File: config.mk
export PLATFORM = sky130hd
export DESIGN_NAME = load_store_unit
export DESIGN_NICKNAME = d
export VERILOG_FILES = /design/src/rtl/load_store_unit.sv
export SDC_FILE = /design/constraint.sdc
export NUM_CORES = 1
export LEC_CHECK = 0
export CAP_MARGIN = 20
export CORE_MARGIN = 8
export CORE_UTILIZATION = 48
export CTS_BUF_LIST = sky130_fd_sc_hd__clkbuf_16
export CTS_CLUSTER_SIZE = 25
export DETAILED_ROUTE_END_ITERATION = 16
export PLACE_DENSITY = 0.83
export RECOVER_POWER = 25
export SKIP_LAST_GASP = 1
export SYNTH_ARGS = -nofsm -noshare
export SYNTH_HDL_FRONTEND = slang
export SYNTH_SLANG_ARGS = --single-unit
File: constraint.sdc
create_clock -name clk -period 3.3 [get_ports clk]
set_input_delay 0.825 -clock clk [delete_from_list [all_inputs] [get_ports clk]]
set_output_delay 0.825 -clock clk [all_outputs]
set_load 0.02 [all_outputs]
File: src/rtl/load_store_unit.sv
// load_store_unit -- initiator side of the core's data-memory interface.
// Turns RV32I loads/stores (LB/LH/LW/LBU/LHU/SB/SH/SW) into word-granular
// memory_read/memory_write cycles. The memory has no byte enables, so SB/SH
// run a read-modify-write sequence (READ then WRITE).
// Optional feature macro: LSU_MISALIGN_CHECK_EN -- when defined, misaligned
// halfword/word accesses complete immediately with req_error=1.
module load_store_unit #(
   parameter int ADDR_WIDTH = 32
) (
   input  logic                  clk,
   input  logic                  reset,
   input  logic                  req_valid,
   output logic                  req_ready,
   input  logic                  req_store,
   input  logic [2:0]            req_funct3,
   input  logic [ADDR_WIDTH-1:0] req_addr,
   input  logic [31:0]           req_wdata,
   output logic                  done,
   output logic [31:0]           load_data,
   output logic                  req_error,
   output logic                  memory_read,
   output logic                  memory_write,
   output logic [ADDR_WIDTH-1:0] address,
   output logic [31:0]           write_data,
   input  logic [31:0]           read_data
);

   typedef enum logic [1:0] {IDLE, READ, WRITE, DONE} state_t;

   state_t                  state, state_next;
   logic                    store_q;
   logic [2:0]              funct3_q;
   logic [ADDR_WIDTH-1:0]   addr_q;
   logic [31:0]             wdata_q;
   logic [31:0]             word_q;
   logic [1:0]              offset_q;

   logic                    illegal;
   logic                    misaligned;
   logic                    req_bad;
   logic [7:0]              rd_byte;
   logic [15:0]             rd_half;
   logic [31:0]             load_value;
   logic [31:0]             merged;

   assign offset_q = addr_q[1:0];

   // Classify the incoming request: illegal funct3 for its direction.
   always_comb begin
      if (req_store)
         illegal = (req_funct3 > 3'b010);
      else
         illegal = (req_funct3 == 3'b011) || (req_funct3[2:1] == 2'b11);
   end

`ifdef LSU_MISALIGN_CHECK_EN
   // Halfwords must be 2-byte aligned, words 4-byte aligned.
   always_comb begin
      misaligned = ((req_funct3[1:0] == 2'b01) && req_addr[0]) ||
                   ((req_funct3[1:0] == 2'b10) && (req_addr[1:0] != 2'b00));
   end
`else
   // Low address bits are simply ignored by access size.
   always_comb begin
      misaligned = 1'b0;
   end
`endif

   assign req_bad = illegal || misaligned;

   // Extract and extend the addressed lane from the word being read.
   always_comb begin
      rd_byte = read_data[{offset_q, 3'b000} +: 8];
      rd_half = read_data[{offset_q[1], 4'b0000} +: 16];
      case (funct3_q)
         3'b000:  load_value = {{24{rd_byte[7]}}, rd_byte};
         3'b001:  load_value = {{16{rd_half[15]}}, rd_half};
         3'b100:  load_value = {24'b0, rd_byte};
         3'b101:  load_value = {16'b0, rd_half};
         default: load_value = read_data;
      endcase
   end

   // Merge sub-word store data into the word captured during READ.
   always_comb begin
      merged = word_q;
      case (funct3_q[1:0])
         2'b00:   merged[{offset_q, 3'b000} +: 8]      = wdata_q[7:0];
         2'b01:   merged[{offset_q[1], 4'b0000} +: 16] = wdata_q[15:0];
         default: merged = wdata_q;
      endcase
   end

   // State register.
   // NOTE: sequential state uses non-blocking assignments so every flop samples pre-edge values.
   always_ff @(posedge clk) begin
      if (reset)
         state <= IDLE;
      else
         state <= state_next;
   end

   // Next-state and Moore-decoded outputs.
   // NOTE: every output gets a default first so no path through the case can infer a latch.
   always_comb begin
      state_next   = state;
      req_ready    = 1'b0;
      done         = 1'b0;
      memory_read  = 1'b0;
      memory_write = 1'b0;
      address      = '0;
      write_data   = '0;
      case (state)
         IDLE: begin
            req_ready = 1'b1;
            if (req_valid) begin
               if (req_bad)
                  state_next = DONE;
               else if (req_store && (req_funct3 == 3'b010))
                  state_next = WRITE;
               else
                  state_next = READ;
            end
         end
         READ: begin
            memory_read = 1'b1;
            address     = {addr_q[ADDR_WIDTH-1:2], 2'b00};
            state_next  = store_q ? WRITE : DONE;
         end
         WRITE: begin
            memory_write = 1'b1;
            address      = {addr_q[ADDR_WIDTH-1:2], 2'b00};
            write_data   = merged;
            state_next   = DONE;
         end
         default: begin
            done       = 1'b1;
            state_next = IDLE;
         end
      endcase
   end

   // Request latch, read-word capture and held results.
   always_ff @(posedge clk) begin
      if (reset) begin
         store_q   <= 1'b0;
         funct3_q  <= 3'b000;
         addr_q    <= '0;
         wdata_q   <= '0;
         word_q    <= '0;
         load_data <= '0;
         req_error <= 1'b0;
      end else begin
         case (state)
            IDLE: begin
               if (req_valid) begin
                  store_q   <= req_store;
                  funct3_q  <= req_funct3;
                  addr_q    <= req_addr;
                  wdata_q   <= req_wdata;
                  req_error <= req_bad;
               end
            end
            READ: begin
               word_q <= read_data;
               if (!store_q)
                  load_data <= load_value;
            end
            default: ;
         endcase
      end
   end

endmodule

# --- Word level (Yosys, flattened, before mapping) ---
# Cells that the tools add are included.
op_classes:
  n_reduce_logical: 9
  shift: 6
  magnitude_cmp: 1
  muxes: 16
  n_addsub: 2
  eq_ne: 10
  n_bitwise: 1
ops:
  columns: ["operator", "n"]
  rows:
  - ["32-bit case mux with 4 select lines", 1]
  - ["32-bit bitwise mux", 2]
  - ["32-bit 2-to-1 mux", 2]
  - ["32-bit case mux with 2 select lines", 1]
  - ["16-bit by 7-bit variable shift with 32-bit output (first input constant)", 1]
  - ["8-bit by 7-bit variable shift with 32-bit output (first input constant)", 1]
  - ["16-bit by 7-bit variable part select with 32-bit output", 1]
  - ["32-bit by 6-bit variable part select with 16-bit output", 1]
  - ["32-bit by 6-bit variable part select with 8-bit output", 1]
  - ["8-bit by 7-bit variable part select with 32-bit output", 1]
  - ["5-bit negator with 7-bit output", 2]
  - ["3-bit by 2-bit == test with 1-bit output (second input constant)", 2]
  - ["3-bit == test (second input constant)", 2]
  - ["1-bit 2-to-1 mux", 6]
  - ["2-bit 2-to-1 mux", 3]
  - ["2-bit case mux with 3 select lines", 1]
  - ["2-bit by 1-bit == test with 1-bit output (second input constant)", 2]
  - ["2-bit == test (second input constant)", 2]
  - ["2-bit logical NOT", 2]
  - ["2-bit AND reduction", 2]
  - ["3-bit by 1-bit == test with 1-bit output (second input constant)", 1]
  - ["3-bit by 2-bit greater-than comparator with 1-bit output (second input constant)", 1]
  - ["3-bit logical NOT", 1]
  - ["3-bit OR reduction", 1]
  - ["other kinds (5)", 5]
word_totals:
  regBits: 135
  output_inout_bits: 101
  wordCells: 53
  in_bits: 103

# --- Depth between registers and ports, before layout ---
logic_depth:
  ltp_word: 6
  depth_mapped: 9
  depth_no_buf: 6

# --- Least setup slack after synthesis ---
# Ideal clock, no wire load.
synth_path:
  kind: "register to output"
  from: "register addr_q[1]"
  to: "output port write_data[24]"
  slack_ns: 0.207
  arrival_time_ns: 2.268
  required_ns: 2.475
  n_path_buf: 2
  path_stages_with_launch: 8
  cell_sequence: "dfxtp_1 > buf_4 > clkinv_1 > buf_1 > ha_1 > nor4b_2 > a221o_1 > a32o_1"
synth_via:
  elab_chain_len: 5
  elab_cells_between_ends: 10
  cone_classes: "add/sub (2); shift (4); mux (4)"
synth_rtl:
  columns: ["item", "line", "source"]
  rows:
  - ["from (decl)", "33", "logic [ADDR_WIDTH-1:0] addr_q;"]
  - ["from (signal assigned)", "159", "addr_q <= req_addr;"]
  - ["5-bit negator with 7-bit output, on equally long branches", "89, 88", null]
  - ["16-bit by 7-bit variable part select with 32-bit output (tied with other cells)", "89", "2'b01: merged[{offset_q[1], 4'b0000} +: 16] = wdata_q[15:0];"]
  - ["32-bit bitwise mux, on equally long branches", "89, 88", null]
  - ["32-bit case mux with 2 select lines (*)", "87", "case (funct3_q[1:0])"]
  - ["32-bit 2-to-1 mux (*)", "113", "case (state)"]
  - ["to (decl)", "24", "output logic [31:0] write_data,"]
# Every way passes the cells marked *; elsewhere a longest branch is shown, timed or not.

# --- Worst setup path in the final report ---
layout_path:
  from: "register addr_q[1]"
  to: "output port write_data[25]"
# Same word-level chain as after synthesis.

==> impl_metrics.tcl <==
set metrics [dict create \
    synth_area_um2 6867 \
    cpPeakStageDelay_ns 0.38 \
    vias 7052 \
    drt_iter0_markers 778 \
    yosysTopAreaCell "dfxtp_1" \
    yosys.area_share.simple_pct 21.32 \
    fin_nets 1138 \
    synth-xor-area-share_pct 0 \
    period_share_pct 98.64 \
    fmax_mhz 307.2 \
    hold_viol 0 \
    netlist.area_leader.share_pct 39.36 \
    final_cells 1219 \
    clk-insertion-delay-late_ns 0.42 \
    synth.area.top_cells "dfxtp_1, nand2_1, a21oi_1, mux2i_1, nor2_1" \
    rows 43 \
    post-route-util_pct 69.22 \
    die_x_um 135.6 \
    ctsHoldBuffers 0 \
    p_seq_share_pct 30.8 \
    critical_path.cell_chain "clkinv_1, ha_1, nor4b_2, buf_4, a221o_1, a32o_1, clkdlybuf4s15_1" \
    start_kind "flop" \
    hold_depth 2 \
    drc 0 \
    syn_area_per_cell_um2 8.088 \
    power.switching_mw 2.760 \
    placed_cells 1187 \
    post_drt_wl_per_cell_um 19.38 \
    slowest_stage "ha_1" \
    grt_max_degree 97 \
    min_path_type "flop to flop" \
    p_comb_share_pct 40.1 \
    ant_nets 0 \
    gp_congestion 0.9142 \
    stdcell_area_um2 9646 \
    grt_usage_pct 25.37 \
    fin_skew_ns 0.007279 \
    path_delay_family "buffers and inverters" \
    pwr-share-clk_pct 29.1 \
    hpwl_mm 16.67 \
    crit_type "flop to output pin" \
    antenna_found_initial 0 \
    synth-seq-cells 135 \
    synthCells 849 \
    maxSlewHeadroom_pct 23.02 \
    clockBufferDepth 2 \
    coreArea_um2 13930 \
    root_buffer "clkbuf_16" \
    io_pins 204 \
    clock_sinks 135 \
    cellPowerDensity_nw_per_um2 776.3 \
    drive_above_1_share_pct 9.721 \
    timing.reg2reg.setup_slack_ns 0.75 \
    outcome "completed" \
    setup_violations 0 \
    ir_drop_mv 0.5326 \
    postPlaceCellArea_um2 9072 \
    synthMuxAreaShare_pct 10.19 \
    cts_tree "done" \
    rsz0062_at_grt "yes" \
    grt_pass1_wl_mm 36.72 \
    cp_max_fo 8 \
    power.internal_mw 4.728 \
    numCtsBuffers 17 \
    power_switching_share_pct 36.86 \
    synth_compound_area_share_pct 22.03 \
    area_growth_pct 40.47 \
    synthFlopType "dfxtp_1" \
    synth_cell_types 50 \
    diodes 0 \
    firstDrtPassIters 5 \
    maxCapViolations 0 \
    r2r-start "state[0]" \
    power.total_mw 7.488 \
    viasPerCell 5.785 \
    worstMarginPinSlew_ns 1.152 \
    cp-end-kind "output pin" \
    async_flop_share_pct 0 \
    cp.required_ns 2.47 \
    synth_seq_area_share_pct 39.36 \
    ys_warn_count 0 \
    yosys.area_share.adder_pct 1.640 \
    leakagePower_nw 3.625 \
    synth_edf_count 0 \
    die_h_um 135.6 \
    port_buffers 201 \
    clk_pin_slew_ns 0.06 \
    grt-ovfl-total 0 \
    cts_setup_buffers 0 \
    slew_viol_final 0 \
    period_minus_slack_ns 3.255 \
    htreeDepth 4 \
    critPathArrivalTime_ns 2.43 \
    hp-start "addr_q[25]" \
    start_util_pct 49.28 \
    reg2reg_to "load_data[10]" \
    crit_buf_inv 3 \
    synth_top_family_by_area "compound AO/OA/AOI/OAI gates" \
    grt_pass1_vias 6851 \
    die-area_um2 18390 \
    r2r_cells 6 \
    drt_wl_total_mm 23.63 \
    min_to "addr_q[25]" \
]
## cell families after synthesis
kind of cell               Yosys count
AOI/OAI and AO/OA                  228
other                                1
muxes                               59
DFF                                135
adders and majority gates            9
buffers and inverters               86
and+or+nand+nor                    331
## how the worst max path moves through the flow
stage,start,to,slack (ns),cells past startpoint
after CTS,addr_q[1],write_data[25],0.02,7
after global routing,addr_q[1],write_data[25],-0.11,8
after global placement,addr_q[1],write_data[19],0.26,6
after floorplan,addr_q[1],write_data[24],0.21,7
after detailed placement,addr_q[1],write_data[25],0.21,7
final,addr_q[1],write_data[25],0.04,7
## flip-flops by register name, summed over array words and instances (netlist names)
register / cells
req_error: 1
word_q: 32
load_data: 32
state: 2
store_q: 1
wdata_q: 32
funct3_q: 3
addr_q: 32
## cells in the mapped netlist (2+ instances only)
library cell / count
a211oi_1: 19
nor2b_1: 12
inv_1: 9
o22a_1: 6
nor3_1: 17
and4_1: 2
a221oi_1: 9
mux4_1: 6
a22o_1: 9
o211ai_1: 6
buf_4: 5
o221ai_1: 7
clkbuf_1: 39
mux2i_1: 44
o2bb2ai_1: 8
a221o_1: 8
or2_0: 2
mux2_2: 9
and3_1: 8
or2_2: 4
a22oi_1: 9
ha_1: 9
nand2b_1: 2
nand2_1: 180
buf_2: 18
o22ai_1: 17
and2_1: 31
buf_1: 10
o21ai_0: 11
nor2_1: 65
or3_1: 2
a32o_1: 8
a21oi_1: 104
dfxtp_1: 135
clkinv_1: 4
## per-layer routing
| layer | global-route usage (%) | wire [um] | vias up |
|---|---|---|---|
| met3 | 7.641 | 2725 | 48 |
| met4 | 10.55 | 563 | 0 |
| met1 | 32.36 | 9715 | 3243 |
| met5 | 0 | 0 | - |
| li1 | - | - | 3346 |
| met2 | 39.01 | 10620 | 415 |
## power groups by stage
stage | clock network, mW | logic [mW] | registers (mW)
2_1_floorplan | 0 | 1.77 | 2.38
3_3_place_gp | 0 | 2.97 | 2.31
3_5_place_dp | 0 | 3.01 | 2.32
4_1_cts | 2.19 | 3.00 | 2.30
5_1_grt | 2.28 | 3.27 | 2.34
6_report | 2.18 | 3.00 | 2.31
## cell type report
type / instances / area (um2)
well taps: 180 / 225.2
repair buffers: 230 / 2188
inverters: 13 / 48.80
clock buffers: 17 / 425.4
clock inverters: 15 / 249.0
fillers: 1090 / 4289
multi-input cells: 629 / 3805
flip-flops and latches: 135 / 2704
## cell usage in the layout, fill, tap and decap left out, types with 6 or more instances in the layout
master,Yosys,layout
clkbuf_2,0,17
dlygate4sd2_1,0,15
mux2_2,9,9
dfxtp_1,135,134
nand2_1,180,180
o22a_1,6,6
o22ai_1,17,17
a22o_1,9,9
clkdlybuf4s50_1,0,166
clkbuf_16,0,17
o2bb2ai_1,8,8
and3_1,8,8
o221ai_1,7,7
a221oi_1,9,9
a211oi_1,19,19
a21oi_1,104,104
buf_4,5,24
a221o_1,8,8
inv_1,9,9
mux2i_1,44,44
ha_1,9,9
nor2_1,65,65
a32o_1,8,8
o211ai_1,6,6
and2_1,31,30
a22oi_1,9,9
nor2b_1,12,10
nor3_1,17,17
mux4_1,6,6
bufinv_16,0,6
o21ai_0,11,11
## repair_timing
action                     in CTS  in global routing
resized for setup              35                 33
pin swaps                       0                  0
setup endpoints to repair      32                 27
gates cloned                    0                  0
## worst register-to-register path, stage by stage, from the launching register on
cell and delay [ns]:
dfxtp_1 0.39, ha_1 0.19, clkbuf_2 0.79, nor2b_2 0.36, a21oi_1 0.09, a21oi_1 0.49
a21oi_1 0.09
## stage by stage
| step | TNS, ns | hold slack [ns] | setup slack [ns] |
|---|---|---|---|
| after floorplan | 0 | 0.4317 | 0.2065 |
| after global placement | 0 | 0.4362 | 0.2601 |
| after detailed placement | 0 | 0.4420 | 0.2090 |
| after CTS | 0 | 0.4499 | 0.02176 |
| after global routing | -0.2970 | 0.4725 | -0.1062 |
| final | 0 | 0.4495 | 0.04484 |
Note: power is estimated with default switching activity, not from simulation.
